**src/rtl/scope_str_serializer.sv**
```systemverilog
// scope_str_serializer
//   Takes one packed, MSB-first, NUL-padded scope string per load handshake.
//   It strips the leading NUL padding and streams the remaining bytes one per
//   beat over a valid/ready link.
//
// Optional feature (compile-time macro SCOPE_SER_NEWLINE_EN):
//   When the macro is defined, a trailing 8'h0a beat is appended and carries
//   out_last. An all-NUL string then emits only that beat. When the macro is
//   undefined, out_last marks the final string byte, and an all-NUL string
//   pulses empty_drop instead of emitting any beat.
//
// Ports:
//   clk         single clock, posedge
//   reset_l     synchronous active-low reset
//   load_valid  producer offers load_str
//   load_ready  high only while idle
//   load_str    NCHARS*8-bit packed string, first character in the top byte
//   out_valid   out_char holds a beat
//   out_ready   sink accepts the beat
//   out_char    character byte
//   out_last    final beat of the current string
//   empty_drop  one-cycle pulse: the loaded string produced no beats
module scope_str_serializer #(
   parameter int unsigned NCHARS = 100
) (
   input  logic                clk,
   input  logic                reset_l,
   input  logic                load_valid,
   output logic                load_ready,
   input  logic [NCHARS*8-1:0] load_str,
   output logic                out_valid,
   input  logic                out_ready,
   output logic [7:0]          out_char,
   output logic                out_last,
   output logic                empty_drop
);

   localparam int unsigned SW = NCHARS * 8;

`ifdef SCOPE_SER_NEWLINE_EN
   localparam bit NL_EN = 1'b1;
`else
   localparam bit NL_EN = 1'b0;
`endif

   typedef enum logic [1:0] {
      S_IDLE,
      S_SKIP,
      S_SEND
   } state_t;

   state_t        state_q, state_d;
   logic [SW-1:0] buf_q, buf_d;
   logic [7:0]    idx_q, idx_d;
   logic          load_ready_d;
   logic          out_valid_d;
   logic [7:0]    out_char_d;
   logic          out_last_d;
   logic          empty_drop_d;

   // buf_q is shifted left by one byte per idx decrement.
   // Its top byte is therefore always byte idx of the captured string.
   logic [7:0] head_c;
   logic [7:0] next_c;
   assign head_c = buf_q[SW-1 -: 8];
   assign next_c = buf_q[SW-9 -: 8];

   // State and output registers
   always_ff @(posedge clk) begin
      if (!reset_l) begin
         state_q    <= S_IDLE;
         buf_q      <= '0;
         idx_q      <= 8'h00;
         load_ready <= 1'b1;
         out_valid  <= 1'b0;
         out_char   <= 8'h00;
         out_last   <= 1'b0;
         empty_drop <= 1'b0;
      end else begin
         state_q    <= state_d;
         buf_q      <= buf_d;
         idx_q      <= idx_d;
         load_ready <= load_ready_d;
         out_valid  <= out_valid_d;
         out_char   <= out_char_d;
         out_last   <= out_last_d;
         empty_drop <= empty_drop_d;
      end
   end

   // Next-state and next-output logic
   always_comb begin
      state_d      = state_q;
      buf_d        = buf_q;
      idx_d        = idx_q;
      out_valid_d  = out_valid;
      out_char_d   = out_char;
      out_last_d   = out_last;
      empty_drop_d = 1'b0;

      case (state_q)
         S_IDLE: begin
            if (load_valid && load_ready) begin
               buf_d   = load_str;
               idx_d   = 8'(NCHARS - 1);
               state_d = S_SKIP;
            end
         end

         S_SKIP: begin
            if (head_c != 8'h00) begin
               out_valid_d = 1'b1;
               out_char_d  = head_c;
               out_last_d  = !NL_EN && (idx_q == 8'd0);
               state_d     = S_SEND;
            end else if (idx_q != 8'd0) begin
               idx_d = idx_q - 8'd1;
               buf_d = buf_q << 8;
            end else if (NL_EN) begin
               // Empty string still yields the lone newline beat.
               out_valid_d = 1'b1;
               out_char_d  = 8'h0a;
               out_last_d  = 1'b1;
               state_d     = S_SEND;
            end else begin
               empty_drop_d = 1'b1;
               state_d      = S_IDLE;
            end
         end

         S_SEND: begin
            if (out_valid && out_ready) begin
               if (out_last) begin
                  out_valid_d = 1'b0;
                  out_last_d  = 1'b0;
                  state_d     = S_IDLE;
               end else if (idx_q != 8'd0) begin
                  idx_d      = idx_q - 8'd1;
                  buf_d      = buf_q << 8;
                  out_char_d = next_c;
                  out_last_d = !NL_EN && (idx_q == 8'd1);
               end else begin
                  // Only reachable with the newline beat enabled.
                  out_char_d = 8'h0a;
                  out_last_d = 1'b1;
               end
            end
         end

         default: begin
            state_d = S_IDLE;
         end
      endcase

      load_ready_d = (state_d == S_IDLE);
   end

endmodule

```
**config.mk**
```make
export PLATFORM = sky130hd
export DESIGN_NAME = scope_str_serializer
export DESIGN_NICKNAME = d
export VERILOG_FILES = /design/src/rtl/scope_str_serializer.sv
export SDC_FILE = /design/constraint.sdc
export NUM_CORES = 1
export LEC_CHECK = 0
export CAP_MARGIN = 20
export CORE_ASPECT_RATIO = 0.9
export CORE_UTILIZATION = 35
export CTS_BUF_LIST = sky130_fd_sc_hd__clkbuf_8 sky130_fd_sc_hd__clkbuf_16
export DETAILED_ROUTE_END_ITERATION = 6
export HOLD_SLACK_MARGIN = 0.12
export SYNTH_ARGS = -nofsm -noshare
export SYNTH_HDL_FRONTEND = slang
export SYNTH_SLANG_ARGS = --single-unit
```
**constraint.sdc**
```tcl
create_clock -name clk -period 4.45 [get_ports clk]
set_clock_uncertainty 0.2 [all_clocks]
set_input_delay 0.445 -clock clk [delete_from_list [all_inputs] [get_ports clk]]
set_output_delay 0.445 -clock clk [all_outputs]
set_load 0.1 [all_outputs]
```
==> summary.md <==
| Metric | Value |
|---|---|
| Filler instances | ~11,000 |
| Kind of critical path | reg -> reg |
| Ratio of cells with drive above 1 in the final layout | between 20% and 30% |
| Post-layout nets | around 5,100 |
| Commonest cells post-synth | dfxtp_1, nor2_1, mux2i_1, a211oi_2, clkbuf_1 |
| Die Area | 118,000 sq um |
| Post-synth EDFFs | 0 |
| Mapped Cells | 3,693 |
| Post-route DRC violation count | 0 |
| Initial DRC count | ~1,700 |
| DP HPWL | slightly below 90,000 um |
| Unique cell type count in the Yosys netlist | 39 |
| Via count | roughly 29,000 |
| Slowest Stage Delay on Critical Path | between 0.5 and 0.6 ns |
| Starting Density | about 35% |
| Total grt overflow | 0 |
| Number of setup violations in the final report | 0 |
| Max Cap Violations | 0 |
| Num CTS Buffers | 94 |
| Vias/cell | slightly below 5 |
| Final worst-path cycle share | between 70% and 80% |
| Asr flop ratio synth | 0% |
| Vias in the first global route | 29,000 |
| Worst R2R Setup Slack | between 1 and 1.5 ns |
| Worst r2r path cells | 8 |
| P_leak | around 18 nW |
| Synthesized cell area | ~41,000 sq um |
| Hold Path Sink | buf_q[5] |
| Critical Path Fanout Max | 48 |
| # Post-CTS Setup Buffers | 0 |
| Placed Instances | slightly below 6,000 |
| WP buf/inv | 3 |
| H-tree depth | 3 |
| Core Footprint | around 120,000 sq um |
| Placer Congestion | around 0.8 |
| Reg-to-Reg Start | state_q[0] |
| Initial antenna violation count | 43 |
| Dominant cells by area after synthesis | dfxtp_1, a211oi_2, mux2i_1 |
| TritonCTS sink count | 822 |
| I/O Buffers | around 800 |
| VDD IR max | 0.997 mV |
| Chip Height | roughly 330 um |
| Post-route ant nets | 0 |
| Gr usage total | around a fifth |
| Mean Syn Cell Area | around 11 sq um |
| Hold path startpoint | load_str[5] |
| RSZ-0062 raised after global routing | false |
| Minimum clock period | ~3.3 ns |
| Pwr dens | 806 nW/um^2 |
| Top cell type's share of synthesized area | about two fifths |
| Die X | roughly 360 um |
| Reg-to-Reg End | buf_q[235] |
| Worst EP required | 4.84 ns |
| FF+latch count, synth | between 800 and 900 |
| Most frequent CP cell | buf_4 |
| First drt pass iteration count | 4 |
| Clock insertion delay at the later pin of the skew report | between 0.6 and 0.7 ns |
| Fin Hold WS | 0.187 ns |
| Worst path cell trace | inv_1 > ha_1 > a2bb2oi_1 > and3_4 > buf_4 > buf_4 > nor2_1 > a211oi_2 |
| Slew Limit Fails | 0 |
| Outcome | finished, final reports clean |
| Clock Tree Buf Depth | 3 |
| Row cnt | ~120 |
| TritonCTS clock tree | done |
| TNS Setup | 0 ns |
| Final hold vios | 0 |
| Routed WL | roughly 120,000 um |
| Sequential share of the synthesized area | about 40% |
| Syn_nets | about 4,500 |
| Power Total | 42.1 mW |
| I/O pin total | around 800 |
| Hold Crit Class | in -> reg |
| Count leader, synth | dfxtp_1 |
| Area growth syn-to-layout | 27.8% |
| DR WL/cell | roughly 20 um |
| Largest net degree at the start of global routing | roughly 140 |
| Worst Hold Path Cells | 2 |
| Nature of the critical path startpoint | register |
| Non-filler cells, final | roughly 6,000 |
| Crit path capture type | register |
| Measured slew at the worst slew-check pin | about 1.2 ns |
| First-pass GRT wire length | approximately 180,000 um |
| Root Driver | clkbuf_16 |
| CP delay by family, top | buffers and inverters |
| Relative slew slack | approximately 17% |
| Max Freq | approximately 300 MHz |
| Yosys synthesis warning count | 0 |
| Arr. time, crit path | between 3 and 4 ns |
| Critical path's slowest cell | buf_4 |
| Main flop type after synthesis | dfxtp_1 |
| Yosys top cell by area | dfxtp_1 |
| CTS clk-pin slew, worst paths | around 0.06 ns |
## sequential cells by signal, summed over array words and instances (netlist names)
signal	cells
idx_q	8
buf_q	800
load_ready	1
state_q	2
out_last	1
out_valid	1
empty_drop	1
out_char	8
## logic make-up after synthesis
| group | count (synthesis) | synth area share, % |
|---|---|---|
| muxes | 795 | 19.5 |
| and+or+nand+nor | 866 | 8.26 |
| AOI/OAI and AO/OA | 835 | 24.5 |
| adders and majority gates | 6 | 0.184 |
| DFF | 822 | 40.3 |
| buffers and inverters | 369 | 7.29 |
## power breakdown
group / internal, mW / total, mW / switching, mW
Combinational: 9.58 / 23.1 / 13.5
Clock: 4.66 / 7.91 / 3.25
Sequential: 9.81 / 11.1 / 1.26
## layout by cell type, fill, tap and decap left out, types with 9 or more instances in the layout
| master | n |
|---|---|
| a211oi_1 | 44 |
| a211oi_2 | 748 |
| a21oi_1 | 12 |
| a32o_1 | 9 |
| buf_12 | 33 |
| buf_4 | 39 |
| clkbuf_16 | 96 |
| clkbuf_8 | 24 |
| clkdlybuf4s50_1 | 814 |
| clkinv_2 | 16 |
| dfxtp_1 | 822 |
| diode_2 | 23 |
| inv_1 | 25 |
| mux2i_1 | 795 |
| nand2_1 | 15 |
| nand2b_1 | 9 |
| nand3_1 | 14 |
| nor2_1 | 805 |
## stage by stage
step | utilization, % | area (sq um) | setup WS, ns
2_1_floorplan | - | 40900 | 1.65
3_3_place_gp | 42.4 | 49000 | 1.13
3_5_place_dp | 42.4 | 49000 | 1.05
4_1_cts | 45.2 | 52200 | 1.17
5_1_grt | 45.2 | 52200 | 0.956
6_report | 45.2 | 52200 | 1.16
## worst max path at each step
stage	startpoint	end	slack [ns]	cells after the start
6_report	state_q[0]	buf_q[235]	1.16	8
5_1_grt	state_q[0]	buf_q[58]	0.96	8
4_1_cts	state_q[0]	buf_q[235]	1.17	8
3_5_place_dp	load_valid	buf_q[235]	1.05	8
3_3_place_gp	load_valid	buf_q[58]	1.13	8
2_1_floorplan	load_ready	buf_q[117]	1.65	8
## layout make-up
cell class	instances	area, sq um	area share (%)
antenna	23	57.6	0.110
tap	1560	1950	3.74
timing repair buffer	889	9130	17.5
clock inverter	51	424	0.812
multi-input combinational	2502	21400	41.1
clock buffer	120	2730	5.23
inverter	8	37.5	0.0719
sequential	822	16500	31.5
## layer usage
layer	wire length [um]	share of wire [%]	global-route usage (%)
met5	282	0.24	0
met4	2810	2.3	5.03
met3	7970	6.7	6.52
met2	57000	48	32.7
met1	51600	43	24.1
## what timing repair did
| action | 4_1_cts | 5_1_grt |
|---|---|---|
| hold buffers | 3 | 0 |
| setup endpoints to repair | 0 | 0 |
| gates resized for setup | 0 | 0 |
| hold endpoints to repair | 3 | 0 |
Note: power is estimated with default switching activity, not from simulation.
